## src/rtl/mux_arb_8ch.sv

```systemverilog
// mux_arb_8ch: 8-channel round-robin arbiter/mux; ports clk, rst_n, req[7:0], din[8*WIDTH], o_ready in; ack[7:0], o, o_valid, sel out; MUX_ARB_PRIO_EN gives ch0 fixed priority
module mux_arb_8ch #(
  parameter int WIDTH = 4,
  parameter int SWIDTH = 3
) (
  input  logic                 clk,
  input  logic                 rst_n,
  input  logic [7:0]           req,
  input  logic [8*WIDTH-1:0]   din,
  output logic [7:0]           ack,
  output logic [WIDTH-1:0]     o,
  output logic                 o_valid,
  input  logic                 o_ready,
  output logic [SWIDTH-1:0]    sel
);
  typedef enum logic {IDLE, FULL} state_t;
  state_t state, state_n;
  logic [2:0] ptr, ptr_n, win, idx;
  logic [7:0] rq;
  logic found, load;
  assign load = rst_n && (state == IDLE || o_ready) && |req;
  assign o_valid = state == FULL;
  always_comb begin
`ifdef MUX_ARB_PRIO_EN
    rq = req & 8'hFE;
`else
    rq = req;
`endif
    win = 3'd0;
    found = 1'b0;
    idx = 3'd0;
    for (int i = 0; i < 8; i++) begin
      idx = ptr + 3'(i);
      if (!found && rq[idx]) begin
        found = 1'b1;
        win = idx;
      end
    end
`ifdef MUX_ARB_PRIO_EN
    if (req[0]) win = 3'd0;
    ptr_n = load ? (req[0] ? ptr : win + 3'd1) : ptr;
`else
    ptr_n = load ? win + 3'd1 : ptr;
`endif
    state_n = load ? FULL : (o_ready ? IDLE : state);
    ack = load ? 8'd1 << win : 8'd0;
  end
  always_ff @(posedge clk or negedge rst_n) begin
    if (!rst_n) begin
      state <= IDLE;
      ptr <= 3'd0;
      o <= '0;
      sel <= '0;
    end else begin
      state <= state_n;
      ptr <= ptr_n;
      if (load) begin
        o <= din[int'(win)*WIDTH +: WIDTH];
        sel <= SWIDTH'(win);
      end
    end
  end
endmodule

```

## config.mk

```make
export PLATFORM = sky130hd
export DESIGN_NAME = mux_arb_8ch
export DESIGN_NICKNAME = d
export VERILOG_FILES = /design/src/rtl/mux_arb_8ch.sv
export SDC_FILE = /design/constraint.sdc
export NUM_CORES = 1
export LEC_CHECK = 0
export CORE_MARGIN = 8
export CORE_UTILIZATION = 52
export CTS_BUF_LIST = sky130_fd_sc_hd__clkbuf_8
export CTS_CLUSTER_DIAMETER = 30
export DETAILED_ROUTE_END_ITERATION = 7
export PLACE_DENSITY = 0.92
export SKIP_CTS_REPAIR_TIMING = 1
export SYNTH_ARGS = -nofsm -noshare
export SYNTH_HDL_FRONTEND = slang
export SYNTH_SLANG_ARGS = --single-unit
```

## constraint.sdc

```tcl
create_clock -name clk -period 13.1 [get_ports clk]
set_clock_uncertainty 0.15 [all_clocks]
set_input_delay 2.62 -clock clk [delete_from_list [all_inputs] [get_ports clk]]
set_output_delay 2.62 -clock clk [all_outputs]
set_load 0.03 [all_outputs]
```

==> impl_results.rst, run 1 <==
.. list-table::
   :header-rows: 1

   * - Metric
     - Value
   * - Via count of the first global-routing pass
     - 1827
   * - Part of the cycle the worst path needs
     - 0.706
   * - Register bit total from synthesis
     - 11
   * - Num CTS Buffers
     - 3
   * - Worst Setup Path Type
     - in -> out
   * - Largest buffer count on any clock path
     - 2
   * - CTS H-Tree Depth
     - 1
   * - Worst Setup Start Kind
     - input port
   * - Aggregate global-route resource usage
     - 0.198
   * - Post-layout minimum cycle time
     - between 9000 and 10000 ps
   * - Path depth of the worst reg2reg path
     - 11
   * - Kind of end point of the critical path
     - output port
   * - CP endpoint
     - ack[5]
   * - Critical path origin
     - req[5]
   * - Most frequent standard cell in the layout excluding fill and tap cells
     - sky130_fd_sc_hd__clkdlybuf4s50_1
   * - Share of synthesized area occupied by flip-flops and latches
     - 0.150
   * - Number of inserted filler cells in the final layout
     - between 200 and 300
   * - Clock tree from TritonCTS
     - done
   * - Share of synthesized registers carrying an async set or reset
     - 1.00
   * - Placed Instance Area
     - around 2400 sq um
   * - Number of nets in the final layout
     - around 300
   * - ANT cells
     - 0
   * - Residual DRC
     - 0
   * - Clock latency of the later-clocked register in the worst-skew pair
     - 240 ps
   * - Final RePlAce weighted congestion
     - 0.924
   * - Number of nets in the synthesized netlist
     - roughly 240
   * - Total wire length
     - around 5400 um
   * - Clock sink count
     - 11
   * - Floorplan die height
     - roughly 75 um
   * - Synth unique cells
     - 56
   * - Final setup violating endpoints
     - 0
   * - Most frequent cells in the layout
     - 58 x sky130_fd_sc_hd__clkdlybuf4s50_1, 24 x sky130_fd_sc_hd__mux2i_1, 19 x sky130_fd_sc_hd__nand2_1
   * - Peak ir drop on the vdd network
     - roughly 180 uV
   * - Setup repair after global routing missed its margin
     - no
   * - Leak
     - around 0.96 nW
   * - Maximum number of pins on one net before global-route repair
     - 25
   * - Total congestion overflow
     - 0
   * - Avg Cell Area, Syn
     - 9.31 sq um
   * - Final-layout setup total negative slack
     - 0 ps
   * - Biggest area contributors in the synthesized netlist
     - sky130_fd_sc_hd__dfrtp_1 15%, sky130_fd_sc_hd__mux4_2 14%, sky130_fd_sc_hd__mux2i_1 13%, sky130_fd_sc_hd__mux2_2 5.5%, sky130_fd_sc_hd__nand2_1 3.9%
   * - Transition time at the pin with the least slew margin
     - 745 ps
   * - Count of mapped cells out of synthesis
     - between 150 and 200
   * - Fraction of post-synthesis cell area in the top cell type by area
     - 0.150
   * - Rows
     - 21
   * - RR Endpoint
     - o[0]
   * - Syn-to-layout area delta
     - 33.3%
   * - Total non-filler cell area in the finished layout
     - ~2400 sq um
   * - Fraction of layout instances using a drive strength above 1
     - 0.145
   * - Max Clock Freq
     - 108 MHz
   * - Clk root buf
     - sky130_fd_sc_hd__clkbuf_8
   * - Worst endpoint required time
     - 10330 ps
   * - Number of antenna violations at the first check in global routing
     - 0
   * - Initial standard-cell utilization of the core
     - 0.545
   * - Clock-pin transition on the worst setup and hold timing paths
     - 50 ps
   * - Headroom to the max-slew limit
     - 0.503
   * - Detailed Route Iter0 Violations
     - about 240
   * - Max-cap check violation count
     - 0
   * - Synth warn
     - 0
   * - Worst slack on hold paths
     - roughly 340 ps
   * - Data arrival at the endpoint of the critical path
     - about 6500 ps
   * - Reg2Reg Setup Slack
     - 8230 ps
   * - Status
     - finished clean
   * - Min-delay worst type
     - reg -> reg
   * - Floorplan die area
     - 5680 sq um
   * - Number of vias after detailed routing
     - 1839
   * - Average wire per standard cell
     - about 18 um
   * - Largest driver fanout on the critical path
     - 12
   * - Sequential Area
     - ~280 sq um
   * - Critical R2R Launch
     - ptr[1]
   * - Main synth FF type
     - sky130_fd_sc_hd__dfrtp_1
   * - Number of synthesized flops with an enable pin
     - 0
   * - Routed via count divided by cell count
     - 6.26
   * - Post-detail-place hpwl
     - about 4300 um
   * - Final number of hold-violating endpoints
     - 0
   * - Area of the multi-input gates
     - around 1400 sq um
   * - Number of detailed-route iterations in the first pass
     - 4
   * - X dimension of the die
     - around 75 um
   * - Mapped Area
     - around 1800 sq um
   * - Fin. max-slew vios
     - 0
   * - Core Area
     - between 3000 and 4000 sq um
   * - Routed Antenna Nets
     - 0
   * - Io pins
     - about 60
   * - Global-route wire length before repair
     - between 8000 and 9000 um
   * - IO buf count
     - 58
   * - Largest area contributor in the netlist
     - sky130_fd_sc_hd__dfrtp_1
   * - Pwr per Cell Area
     - between 300 and 400 nW/um^2
==> cell families after synthesis <==
kind of cell / count (synthesis) / share of synthesized area
compound gates: 45 / 0.211
xor+xnor: 6 / 0.0287
fa+ha+maj: 3 / 0.0205
buf+inv: 19 / 0.0600
flops: 11 / 0.150
mux: 46 / 0.334
simple gates: 67 / 0.196
==> registers in the layout, indices dropped and copies added, names as in the netlist <==
| signal | count |
|---|---|
| o | 4 |
| ptr | 3 |
| sel | 3 |
| o_valid | 1 |
==> power by group <==
group	leakage, nW	switching [mW]	total [mW]	internal [mW]
Clock	0.0269	0.0125	0.0330	0.0205
Sequential	0.134	0.0234	0.0741	0.0507
Combinational	0.797	0.366	0.666	0.301
==> final cells by class <==
cell class | instances | share of cell area
well taps | 46 | 0.0235
flip-flops and latches | 11 | 0.113
clock buffers | 3 | 0.0169
clock inverters | 1 | 0.00154
repair buffers | 60 | 0.244
multi-input cells | 167 | 0.593
inverters | 6 | 0.00921
==> worst min path at each step <==
stage / startpoint / end / slack (ps) / cells past startpoint
after floorplan: sel[2] / sel[2] / 500 / 2
after CTS: sel[1] / sel[1] / 340 / 2
after global routing: sel[1] / sel[1] / 360 / 2
after global placement: sel[1] / sel[1] / 310 / 2
final: sel[1] / sel[1] / 340 / 2
after detailed placement: sel[1] / sel[1] / 330 / 2
==> Yosys cell counts (2+ instances only) <==
master and count:
sky130_fd_sc_hd__o41ai_2 2, sky130_fd_sc_hd__and3_1 2, sky130_fd_sc_hd__clkbuf_1 3, sky130_fd_sc_hd__ha_1 3
sky130_fd_sc_hd__o21ai_0 7, sky130_fd_sc_hd__a21oi_1 5, sky130_fd_sc_hd__and2_1 2, sky130_fd_sc_hd__nor4_1 3
sky130_fd_sc_hd__nand2b_1 3, sky130_fd_sc_hd__mux2_1 2, sky130_fd_sc_hd__or3_1 4, sky130_fd_sc_hd__mux4_2 11
sky130_fd_sc_hd__inv_1 5, sky130_fd_sc_hd__dfrtp_1 11, sky130_fd_sc_hd__nor2_1 9, sky130_fd_sc_hd__o32ai_1 3
sky130_fd_sc_hd__mux2i_1 24, sky130_fd_sc_hd__xor2_1 3, sky130_fd_sc_hd__buf_2 4, sky130_fd_sc_hd__a22o_1 4
sky130_fd_sc_hd__o22ai_1 5, sky130_fd_sc_hd__buf_4 2, sky130_fd_sc_hd__buf_6 2, sky130_fd_sc_hd__nand3_1 6
sky130_fd_sc_hd__nand2_1 19, sky130_fd_sc_hd__nor3_1 6, sky130_fd_sc_hd__a2111oi_0 4, sky130_fd_sc_hd__mux2_2 9
sky130_fd_sc_hd__nor2b_1 5, sky130_fd_sc_hd__xnor2_1 3
==> per-layer routing <==
| layer | track usage | routed length (um) | up-vias |
|---|---|---|---|
| met5 | 0 | 0 | - |
| met4 | 0.0682 | 133 | 0 |
| met3 | 0.0684 | 560 | 13 |
| met2 | 0.308 | 2480 | 102 |
| met1 | 0.247 | 2200 | 844 |
| li1 | - | - | 880 |
==> per-stage QoR <==
stage / std cells / worst slack, ps / power [mW] / utilization
final: 294 / 3850 / 0.773 / 0.727
after global routing: 294 / 3540 / 0.833 / 0.727
after CTS: 294 / 3870 / 0.770 / 0.727
after detailed placement: 290 / 3880 / 0.732 / 0.714
after global placement: 290 / 3920 / 0.730 / 0.714
after floorplan: 197 / 4980 / 0.608 / -
==> critical path: stages <==
cell and delay (ps):
sky130_fd_sc_hd__clkdlybuf4s50_1 560, sky130_fd_sc_hd__mux4_2 530, sky130_fd_sc_hd__mux2_2 340, sky130_fd_sc_hd__nor2b_4 190, sky130_fd_sc_hd__a21oi_1 60, sky130_fd_sc_hd__or4_4 580, sky130_fd_sc_hd__a32oi_4 400, sky130_fd_sc_hd__nand3_1 320
sky130_fd_sc_hd__nor2_1 180, sky130_fd_sc_hd__clkdlybuf4s50_1 690
Power figures use the tool's default switching activity.
==> run 2: changes to the inputs <==
Settings changed: CORE_UTILIZATION 52 to 44, PLACE_DENSITY 0.92 to 0.83.
Clock period 13.1 ns to 7.8 ns, I/O delays scaled along.
==> impl_results.rst, run 2 (same netlist as run 1, synthesis figures left out) <==
.. list-table::
   :header-rows: 1

   * - Metric
     - Value
   * - Post-detail-place hpwl
     - approximately 4400 um
   * - Fraction of layout instances using a drive strength above 1
     - 0.155
   * - Transition time at the pin with the least slew margin
     - between 700 and 800 ps
   * - Aggregate global-route resource usage
     - 0.174
   * - Total wire length
     - about 5600 um
   * - Global-route wire length before repair
     - 9130 um
   * - Most frequent standard cell in the layout excluding fill and tap cells
     - sky130_fd_sc_hd__clkdlybuf4s50_1
   * - Number of nets in the final layout
     - ~300
   * - Max-cap check violation count
     - 0
   * - Core Area
     - 4000 sq um
   * - CP max-delay cell
     - sky130_fd_sc_hd__clkdlybuf4s50_1
   * - Io pins
     - about 60
   * - X dimension of the die
     - 80.6 um
   * - Fin. max-slew vios
     - 0
   * - Worst slack on hold paths
     - roughly 330 ps
   * - Routed via count divided by cell count
     - ~6.3
   * - Final setup violating endpoints
     - 0
   * - Number of detailed-route iterations in the first pass
     - 5
   * - Num CTS Buffers
     - 3
   * - Kind of end point of the critical path
     - output port
   * - Clk root buf
     - sky130_fd_sc_hd__clkbuf_8
   * - Leading registers by flop count
     - o: 4 flops, ptr: 3 flops, sel: 3 flops
   * - Rows
     - 23
   * - Residual DRC
     - 0
   * - CP max stage delay
     - ~690 ps
   * - IO buf count
     - 58
   * - Via count of the first global-routing pass
     - roughly 1900
   * - Detailed Route Iter0 Violations
     - approximately 190
   * - Initial standard-cell utilization of the core
     - 0.459
   * - CP Cell Sequence
     - clkdlybuf4s50_1 > mux4_2 > mux2_2 > nor2b_4 > a21oi_1 > or4_4 > a32oi_4 > nand3_1 > nor2_1 > clkdlybuf4s50_1
   * - Clock tree from TritonCTS
     - done
   * - Headroom to the max-slew limit
     - 0.504
   * - Core Util, Final
     - 0.618
   * - Maximum number of pins on one net before global-route repair
     - 25
   * - Floorplan die area
     - around 6500 sq um
   * - Syn-to-layout area delta
     - 34.8%
   * - Worst Setup Path Type
     - in -> out
   * - Biggest register
     - o
   * - CP Buf/Inv Count
     - 2
   * - Number of vias after detailed routing
     - 1908
   * - Dominant cell type by count on the critical path
     - sky130_fd_sc_hd__clkdlybuf4s50_1
   * - Family with the most delay on the worst path
     - simple AND/OR/NAND/NOR gates
   * - Floorplan die height
     - between 80 and 90 um
   * - Flip-flop count of the largest register, all copies and words added
     - 4
   * - Critical path origin
     - req[4]
   * - Final number of hold-violating endpoints
     - 0
   * - Total congestion overflow
     - 0
   * - Final RePlAce weighted congestion
     - 0.942
   * - Pwr per Cell Area
     - 536 nW/um^2
   * - Data arrival at the endpoint of the critical path
     - 5440 ps
   * - Setup repair after global routing missed its margin
     - no
   * - Clock sink count
     - 11
   * - Largest buffer count on any clock path
     - 2
   * - Max Clock Freq
     - between 100 and 150 MHz
   * - ANT cells
     - 0
   * - Routed Antenna Nets
     - 0
   * - Number of antenna violations at the first check in global routing
     - 0
   * - Largest driver fanout on the critical path
     - 12
   * - Post-layout minimum cycle time
     - ~7000 ps
   * - Most frequent cells in the layout
     - 58 x sky130_fd_sc_hd__clkdlybuf4s50_1, 24 x sky130_fd_sc_hd__mux2i_1, 19 x sky130_fd_sc_hd__nand2_1
   * - Worst endpoint required time
     - slightly above 6000 ps
   * - Final-layout setup total negative slack
     - 0 ps
   * - Part of the cycle the worst path needs
     - 0.916
   * - Start point of the worst min-delay path
     - sel[2]
   * - CTS H-Tree Depth
     - 1
   * - Peak ir drop on the vdd network
     - roughly 420 uV
   * - Min-delay worst type
     - reg -> reg
   * - Clock-pin transition on the worst setup and hold timing paths
     - 50 ps
   * - Status
     - finished clean
   * - Average wire per standard cell
     - 18.7 um
   * - Leak
     - 0.972 nW
   * - Worst Setup Start Kind
     - input port
   * - Critical R2R Launch
     - ptr[1]
   * - Clock latency of the later-clocked register in the worst-skew pair
     - between 200 and 250 ps
==> run 2: path summary, 6_finish.rpt <==
kind	slack (ps)	end	cells after the start
min reg2reg	330	sel[2]	2
max in group asynchronous	5600	ptr[2]	1
min	330	sel[2]	2
min in group asynchronous	1530	o[2]	1
max reg2reg	3380	o[1]	11
max	650	ack[4]	10
==> run 2: per-layer routing <==
| metal | track usage | up-vias | wire, um |
|---|---|---|---|
| li1 | - | 884 | - |
| met1 | 0.211 | 904 | 2250 |
| met2 | 0.289 | 108 | 2730 |
| met3 | 0.0558 | 12 | 557 |
| met4 | 0.0436 | 0 | 85 |
| met5 | 0 | - | 0 |
==> run 2: worst register-to-register path, cell delays in order (launching register included) <==
cell	delay (ps)
sky130_fd_sc_hd__dfrtp_1	810
sky130_fd_sc_hd__ha_1	670
sky130_fd_sc_hd__xor2_1	330
sky130_fd_sc_hd__mux4_2	580
sky130_fd_sc_hd__o21ai_0	90
sky130_fd_sc_hd__a21oi_1	80
sky130_fd_sc_hd__o31a_1	130
sky130_fd_sc_hd__a41oi_2	170
sky130_fd_sc_hd__buf_4	340
sky130_fd_sc_hd__mux2_2	400
sky130_fd_sc_hd__a22o_1	200
sky130_fd_sc_hd__or3_1	360
==> run 2: report_power, final <==
group	switching, mW	leakage [nW]	total [mW]	internal (mW)
sequential	0.0388	0.134	0.124	0.0850
combinational	0.624	0.811	1.14	0.520
clock	0.0230	0.0269	0.0577	0.0347
==> run 2: cell type report <==
cell class                      instances  area (sq um)
Sequential cell                        11           275
Timing Repair Buffer                   63           618
Multi-Input combinational cell        167          1450
Fill cell                             330          1530
Inverter                                6          22.5
Clock inverter                          1          3.75
Clock buffer                            3          41.3
Tap cell                               50          62.6
==> run 2: per-stage QoR <==
step	instance area, sq um	power (mW)	setup slack (ps)	std cells
2_1_floorplan	1830	1.02	1800	197
3_3_place_gp	2430	1.24	771	297
3_5_place_dp	2430	1.26	699	297
4_1_cts	2470	1.32	683	301
5_1_grt	2470	1.43	429	301
6_report	2470	1.33	655	301
